`src/rtl/karnix_board_io.sv`:
```
// karnix_board_io: debounced keys with press/release pulses and PWM LED drive; blink gating when BOARD_IO_BLINK_EN is defined
module karnix_board_io #(
  parameter int KEYS = 4,
  parameter int LEDS = 4,
  parameter int DEBOUNCE_CYCLES = 750000,
  parameter int CNT_W = 20,
  parameter int PWM_W = 8,
  parameter logic [KEYS-1:0] KEY_IDLE = '0,
  parameter int BLINK_CYCLES = 37500000
) (
  input  logic                  io_mainClk,
  input  logic                  io_reset,
  input  logic [KEYS-1:0]       io_key,
  output logic [KEYS-1:0]       io_keyLevel,
  output logic [KEYS-1:0]       io_keyPress,
  output logic [KEYS-1:0]       io_keyRelease,
  input  logic [LEDS-1:0]       io_ledOn,
  input  logic [LEDS*PWM_W-1:0] io_ledDuty,
  input  logic [LEDS-1:0]       io_ledBlink,
  output logic [LEDS-1:0]       io_led
);
  logic [KEYS-1:0] sync1_q, sync2_q, level_q, level_d, press_q, press_d, release_q, release_d;
  logic [KEYS-1:0][CNT_W-1:0] cnt_q, cnt_d;
  logic [PWM_W-1:0] pwm_cnt_q, pwm_cnt_d;
  logic [LEDS-1:0][PWM_W-1:0] shadow_q, shadow_d;
  logic [LEDS-1:0] led_q, led_d, blink_gate;
  always_comb begin
    level_d = level_q;
    press_d = '0;
    release_d = '0;
    cnt_d = cnt_q;
    for (int i = 0; i < KEYS; i++) begin
      if (sync2_q[i] == level_q[i]) cnt_d[i] = '0;
      else if (cnt_q[i] == CNT_W'(DEBOUNCE_CYCLES - 1)) begin
        cnt_d[i] = '0;
        level_d[i] = sync2_q[i];
        press_d[i] = sync2_q[i];
        release_d[i] = ~sync2_q[i];
      end else cnt_d[i] = cnt_q[i] + 1'b1;
    end
  end
  // shadows reload only on the last count so a period is never cut short
  always_comb begin
    pwm_cnt_d = pwm_cnt_q + 1'b1;
    shadow_d = &pwm_cnt_q ? io_ledDuty : shadow_q;
    for (int i = 0; i < LEDS; i++)
      led_d[i] = io_ledOn[i] & (pwm_cnt_q < shadow_q[i]) & blink_gate[i];
  end
  always_ff @(posedge io_mainClk) begin
    if (io_reset) begin
      sync1_q <= KEY_IDLE;
      sync2_q <= KEY_IDLE;
      level_q <= KEY_IDLE;
      press_q <= '0;
      release_q <= '0;
      cnt_q <= '0;
      pwm_cnt_q <= '0;
      shadow_q <= '0;
      led_q <= '0;
    end else begin
      sync1_q <= io_key;
      sync2_q <= sync1_q;
      level_q <= level_d;
      press_q <= press_d;
      release_q <= release_d;
      cnt_q <= cnt_d;
      pwm_cnt_q <= pwm_cnt_d;
      shadow_q <= shadow_d;
      led_q <= led_d;
    end
  end
`ifdef BOARD_IO_BLINK_EN
  localparam int BW = $clog2(BLINK_CYCLES + 1);
  logic [BW-1:0] blink_cnt_q, blink_cnt_d;
  logic phase_q, phase_d, wrap;
  always_comb begin
    wrap = blink_cnt_q == BW'(BLINK_CYCLES - 1);
    blink_cnt_d = wrap ? '0 : blink_cnt_q + 1'b1;
    phase_d = phase_q ^ wrap;
  end
  always_ff @(posedge io_mainClk) begin
    if (io_reset) begin
      blink_cnt_q <= '0;
      phase_q <= 1'b0;
    end else begin
      blink_cnt_q <= blink_cnt_d;
      phase_q <= phase_d;
    end
  end
  assign blink_gate = ~io_ledBlink | {LEDS{phase_q}};
`else
  logic unused_blink;
  assign unused_blink = ^{io_ledBlink, BLINK_CYCLES[0]};
  assign blink_gate = '1;
`endif
  assign io_keyLevel = level_q;
  assign io_keyPress = press_q;
  assign io_keyRelease = release_q;
  assign io_led = led_q;
endmodule
```
`config.mk`:
```
export PLATFORM = sky130hd
export DESIGN_NAME = karnix_board_io
export DESIGN_NICKNAME = d
export VERILOG_FILES = /design/src/rtl/karnix_board_io.sv
export SDC_FILE = /design/constraint.sdc
export NUM_CORES = 1
export LEC_CHECK = 0
export CORE_MARGIN = 2
export CORE_UTILIZATION = 40
export CTS_BUF_LIST = sky130_fd_sc_hd__clkbuf_4 sky130_fd_sc_hd__clkbuf_8
export DETAILED_ROUTE_END_ITERATION = 16
export SLEW_MARGIN = 20
export SYNTH_ARGS = -nofsm -noshare
export SYNTH_HDL_FRONTEND = slang
export SYNTH_SLANG_ARGS = --single-unit
```
`constraint.sdc`:
```
create_clock -name io_mainClk -period 6.2 [get_ports io_mainClk]
set_input_delay 1.24 -clock io_mainClk [delete_from_list [all_inputs] [get_ports io_mainClk]]
set_output_delay 1.24 -clock io_mainClk [all_outputs]
set_load 0.01 [all_outputs]
```
==> results of run 1 <==
worst reg2reg max path: cells and delay by family (launching register included):
family,cells,cell delay (ns)
flip-flops,1,0.37
AO/OA/AOI/OAI,2,0.88
AND/OR/NAND/NOR,2,0.90
cell families after synthesis:
kind of cell,synth area share
flip-flops,0.443
buffers and inverters,0.0425
AND/OR/NAND/NOR,0.267
AO/OA/AOI/OAI,0.112
XOR/XNOR,0.0713
adder cells (fa/ha/maj),0.0635
routing by layer:
metal / vias up / GRT usage / routed length [µm]
li1: 2763 / - / -
met3: 14 / 0.0463 / 463
met1: 2527 / 0.206 / 6460
met4: 0 / 0.0550 / 188
met5: - / 0 / 0
met2: 88 / 0.293 / 6920
registers in the layout, summed over array words and instances, names as in the netlist:
name	cells
sync1_q	4
io_led	4
cnt_q	80
sync2_q	4
pwm_cnt_q	8
io_keyRelease	4
shadow_q	32
io_keyPress	4
io_keyLevel	4
layout by cell type (no fill, tap or decap), types with 3 or more instances in the layout:
cell type / instances
a2111oi_0: 4
a211oi_1: 4
a21o_1: 4
a21oi_1: 64
and2_1: 7
and3_1: 14
and4_1: 3
buf_4: 3
bufinv_16: 8
clkbuf_8: 20
clkdlybuf4s50_1: 56
clkinv_2: 3
dfxtp_1: 144
ha_1: 33
inv_1: 45
nand2_1: 88
nand2b_1: 16
nand3_1: 39
nand4_1: 17
nor2_1: 64
nor2b_1: 10
nor3_1: 15
nor4_1: 14
o2111ai_1: 4
o21a_1: 5
o21ai_0: 17
o31ai_1: 15
or2_2: 4
or3_1: 21
or4_1: 17
xnor2_1: 34
xor2_1: 19
Yosys cell counts (2+ instances only):
cell | instances | area (µm²)
dfxtp_1 | 144 | 2880
nand2_1 | 88 | 330
a21oi_1 | 64 | 320
nor2_1 | 64 | 240
inv_1 | 45 | 169
nand3_1 | 39 | 195
xnor2_1 | 34 | 298
ha_1 | 33 | 413
clkbuf_1 | 23 | 86.3
or3_1 | 21 | 131
xor2_1 | 19 | 166
nand4_1 | 17 | 106
o21ai_0 | 17 | 85.1
or4_1 | 17 | 128
nand2b_1 | 16 | 100
and3_1 | 15 | 93.8
nor3_1 | 15 | 75.1
o31ai_1 | 15 | 113
nor4_1 | 14 | 87.6
nor2b_1 | 10 | 62.6
and2_1 | 7 | 43.8
o21a_1 | 5 | 37.5
a2111oi_0 | 4 | 35.0
a211oi_1 | 4 | 30.0
a21o_1 | 4 | 30.0
o2111ai_1 | 4 | 35.0
or2_2 | 4 | 25.0
and4_1 | 3 | 26.3
buf_2 | 2 | 10.0
nor4b_1 | 2 | 17.5
o21ai_1 | 2 | 10.0
how the worst max path moves through the flow:
stage / end / slack [ns] / depth (start not counted)
after global routing: io_keyLevel[0] / 3.45 / 1
after CTS: io_keyLevel[0] / 3.50 / 1
after floorplan: cnt_q[10] / 4.16 / 4
final: io_keyLevel[0] / 3.53 / 1
after detailed placement: cnt_q[18] / 3.63 / 5
after global placement: cnt_q[65] / 3.56 / 4
where the power goes:
group / switching (mW) / total, mW / internal (mW)
logic: 0.0257 / 0.0637 / 0.0381
registers: 0.00669 / 0.937 / 0.930
clock network: 0.348 / 0.984 / 0.636
total: 0.381 / 1.98 / 1.60
layout make-up:
cell class                 instances  area [µm²]
tap                              216         270
multi-input combinational        548        3350
clock buffer                      21         283
sequential                       144        2880
timing repair buffer              60         588
fill                            1512        8090
inverter                          45         169
clock inverter                    11         255
==> impl_metrics.csv, run 1 <==
group,metric,value,unit
finish,drive_gt1_frac,0.0579,
yosys,synth.yosys.warnings,0,
cts,insertion_delay,0.44,ns
finish,layout.nets,895,
job,timing.max_cap.violations,0,
timing,hold_ws,0.443,ns
timing,finalCriticalPeriod,2.67,ns
power,peakVddDrop,0.162,mV
global_route,grt_first_pass_wirelength,24600,µm
timing,skew,0.00793,ns
timing,relSlewSlack,0.475,
timing,maxSlewViolCount,0,
floorplan,dieArea,17300,µm²
detailed_routing,drt_iter0_markers,223,
power,power_density,254,nW/µm²
critical_path,path_class,"reg2out",
global_route,grt.total_usage,0.170,
yosys,synth_ff_type,"dfxtp_1",
critical_path,critPathCaptureType,"primary output",
floorplan,core_area,15900,µm²
finish,final-instance-count-excl-fill,1045,
finish,post-route-util,0.491,
critical_path,reg2reg_setup_slack,3.96,ns
cts,post_cts_resized,0,
place,hpwl,9750,µm
timing,setup_viol,0,
critical_path,startpoint,"io_keyLevel[0]",
critical_path,cp.required,4.96,ns
timing,tns,0,ns
power,power,1.98,mW
yosys,mappedNetlistArea,6510,µm²
finish,syn2layout_area_growth,19.9,%
global_route,grt_overflow,0,
detailed_routing,viasPerCell,5.16,
detailed_routing,antenna_left,0,
yosys,syn_inst,763,
place,place_inst,1013,
finish,n_antenna_cell,0,
detailed_routing,routed_wl,14000,µm
critical_path,cpMaxStageDelayCell,"clkdlybuf4s50_1",
timing,period_share,0.430,
place,dpl_cell_area,7260,µm²
yosys,syn-num-nets,842,
timing,fmax,375,MHz
timing,tightestPinTransition,0.787,ns
cts,clockRootBuffer,"clkbuf_8",
place,io_buffers,57,
min_path,hp-class,"reg2reg",
cts,htree_levels,4,
critical_path,startpoint_type,"register",
cts,cts_buffers,17,
floorplan,die-width,132,µm
timing,rsz0062_at_grt,"no",
floorplan,start_util,0.410,
global_route,grt_antenna_before_repair,0,
yosys,synth.distinct_cells,43,
critical_path,path_delay_family,"buffers and inverters",
yosys,syn_avg_cell_area,8.53,µm²
place,gp_congestion,0.809,
cts,cts_tree,"done",
min_path,hp-start,"sync1_q[2]",
global_route,grt_pass1_vias,5354,
critical_path,crit_fanout,4,
cts,hold_buffers,0,
timing,hold_violations,0,
yosys,synth_edf_count,0,
global_route,grt_max_degree,52,
critical_path,worstPathArrival,1.43,ns
detailed_routing,dr_total_vias,5392,
critical_path,crit_chain,"clkdlybuf4s50_1",
critical_path,r2r_start,"cnt_q[55]",
yosys,ys_ff_latch,144,
cts,clk_path_buf_depth,2,
place,preCtsSetupSlack,3.63,ns
outcome,status,"finished clean",
detailed_routing,post_drt_wl_per_cell,13.4,µm
min_path,whs_path_depth,1,
floorplan,die_h,132,µm
min_path,min_to,"sync2_q[2]",
timing,setup_ws,3.53,ns
floorplan,io_pins,62,
detailed_routing,drc_errors,0,
yosys,ys_async_sr_fraction,0,
critical_path,regToRegEndpoint,"cnt_q[52]",
finish,final_cell_area,7800,µm²
power,leakage,2.50,nW
cts,clk_pin_slew,0.08,ns
critical_path,rr_worst_depth,4,
cts,post_cts_buffers,0,
critical_path,max_stage_delay,0.58,ns
floorplan,core.rowCount,46,
detailed_routing,dr.pass1.iters,4,
critical_path,path_buf_inv,1,
cts,cts.sinks,144,
yosys,yosysSeqAreaShare,0.443,
(Power assumes the default switching activity.)
==> inputs of run 2 (changes only) <==
==> constraint.sdc (replaced) <==
create_clock -name io_mainClk -period 2.2 [get_ports io_mainClk]
set_input_delay 0.44 -clock io_mainClk [delete_from_list [all_inputs] [get_ports io_mainClk]]
set_output_delay 0.44 -clock io_mainClk [all_outputs]
set_load 0.01 [all_outputs]
==> run 2 against run 1 <==
Non-clock buffer count up 15. First-iteration DRC count rose by 27%. Worst hold slack got worse by 0.088 ns. Sequential power increased to 2.8 times the previous value. Design area fell by 0.22%. Sequential share of layout area is 0.083 points higher. Flip-flop and latch count unchanged. Final cell count is 1.2% higher. Clock skew decreased by 0.0014 ns. Total power increased by 150%. Count of clock-buffer cells in the layout rose by 3. Routed wire length rose by 1.4%. Largest power group is now sequential cells. Highest routed layer unchanged.
==> impl_metrics.csv, run 2 (same netlist as run 1, synthesis figures left out) <==
group,metric,value,unit
finish,largest_reg_flops,80,
cts,insertion_delay,0.45,ns
min_path,hp-class,"in2reg",
finish,n_antenna_cell,0,
power,leakage,2.51,nW
critical_path,crit_fanout,9,
cts,cts.sinks,144,
place,gp_congestion,0.830,
detailed_routing,dr_total_vias,5439,
detailed_routing,routed_wl,14200,µm
place,hpwl,10500,µm
cts,clockRootBuffer,"clkbuf_8",
floorplan,start_util,0.410,
timing,maxSlewViolCount,0,
cts,hold_buffers,0,
detailed_routing,dr.pass1.iters,4,
timing,fmax,498,MHz
finish,layout_common_cells,"dfxtp_1, nand2_1, a21oi_1, nor2_1, clkdlybuf4s50_1",
power,peakVddDrop,0.359,mV
global_route,grt_max_degree,30,
power,p_int,3.87,mW
timing,tightestPinTransition,0.453,ns
power,switching_share,0.209,
finish,layout.nets,910,
finish,layout_commonest_cell,"dfxtp_1",
place,preCtsSetupSlack,0.198,ns
timing,hold_violations,0,
global_route,grt.total_usage,0.174,
cts,cts_buffers,17,
floorplan,die-width,132,µm
finish,drive_gt1_frac,0.0701,
cts,post_cts_resized,0,
global_route,grt_first_pass_wirelength,25000,µm
global_route,grt_antenna_before_repair,0,
finish,syn2layout_area_growth,19.6,%
detailed_routing,drc_errors,0,
cts,clk_pin_slew,0.07,ns
detailed_routing,viasPerCell,5.14,
power,power_frac_seq,0.539,
outcome,status,"finished clean",
power,clockPowerShare,0.421,
finish,largest-register,"cnt_q",
critical_path,worstPathArrival,2.39,ns
detailed_routing,drt_iter0_markers,283,
floorplan,io_pins,62,
timing,tns,0,ns
power,p_switching,1.02,mW
floorplan,core_area,15900,µm²
timing,setup_ws,0.192,ns
cts,clk_path_buf_depth,2,
finish,top_regs,"cnt_q: 80 flops, shadow_q: 32 flops, pwm_cnt_q: 8 flops",
floorplan,die_h,132,µm
timing,period_share,0.913,
timing,setup_viol,0,
timing,rsz0062_at_grt,"no",
global_route,grt_pass1_vias,5462,
critical_path,critPathCaptureType,"register",
detailed_routing,post_drt_wl_per_cell,13.4,µm
job,timing.max_cap.violations,0,
critical_path,startpoint_type,"register",
critical_path,path_class,"reg2reg",
timing,skew,0.00650,ns
place,io_buffers,57,
cts,post_cts_buffers,0,
timing,finalCriticalPeriod,2.01,ns
floorplan,dieArea,17300,µm²
floorplan,core.rowCount,46,
cts,cts_tree,"done",
power,p_comb_frac,0.041,
timing,relSlewSlack,0.690,
power,power_density,629,nW/µm²
cts,htree_levels,4,
detailed_routing,antenna_left,0,
power,power,4.89,mW
global_route,grt_overflow,0,
critical_path,cp.required,2.58,ns
==> run 2: cell count changes in the layout (fill, tap and decap cells not counted), sizes merged <==
cell	delta
buf	+15
clkbuf	+3
bufinv	-6
clkinvlp	+1
==> run 2: area by class of cell <==
| class | count | area [µm²] |
|---|---|---|
| clock buffer | 24 | 305 |
| clock inverter | 6 | 82.6 |
| fill | 1581 | 8100 |
| inverter | 45 | 169 |
| multi-input combinational | 548 | 3350 |
| sequential | 144 | 2880 |
| tap | 216 | 270 |
| timing repair buffer | 75 | 726 |
==> run 2: worst paths after layout <==
check / from / endpoint / slack (ns) / cells after the start
setup / recovery: cnt_q[25] / cnt_q[39] / 0.19 / 4
hold / removal: io_reset / io_keyLevel[3] / 0.35 / 2
setup reg to reg: cnt_q[25] / cnt_q[39] / 0.19 / 4
hold reg to reg: sync1_q[1] / sync2_q[1] / 0.44 / 1
==> run 2: power by group through the flow <==
stage               clock (mW)  combinational, mW  sequential, mW
finish                    2.06              0.200            2.64
global route              2.24              0.222            2.64
CTS                       2.12              0.203            2.63
detailed placement           0              0.201            2.70
global placement             0              0.199            2.69
floorplan                    0             0.0760            2.70
==> run 2: worst max-delay path, stage by stage, from the launching register on <==
cell	delay [ns]
dfxtp_1	0.44
nand4_2	0.18
or4_1	0.67
or4_1	0.51
a21oi_1	0.15
==> run 2: metal layers <==
metal	up-vias	part of all wire	GRT usage	wire, µm
li1	2786	-	-	-
met1	2539	0.44	0.206	6330
met2	86	0.50	0.298	7040
met3	28	0.034	0.0436	486
met4	0	0.026	0.0755	369
met5	-	0	0	0
==> run 2: metrics by stage <==
step / utilization / instances / area [µm²] / hold WS [ns]
final: 0.490 / 1058 / 7780 / 0.355
after global routing: 0.490 / 1058 / 7780 / 0.341
after CTS: 0.490 / 1058 / 7780 / 0.337
after detailed placement: 0.466 / 1028 / 7390 / 0.423
after global placement: 0.466 / 1028 / 7390 / 0.427
after floorplan: - / 763 / 6510 / 0.414
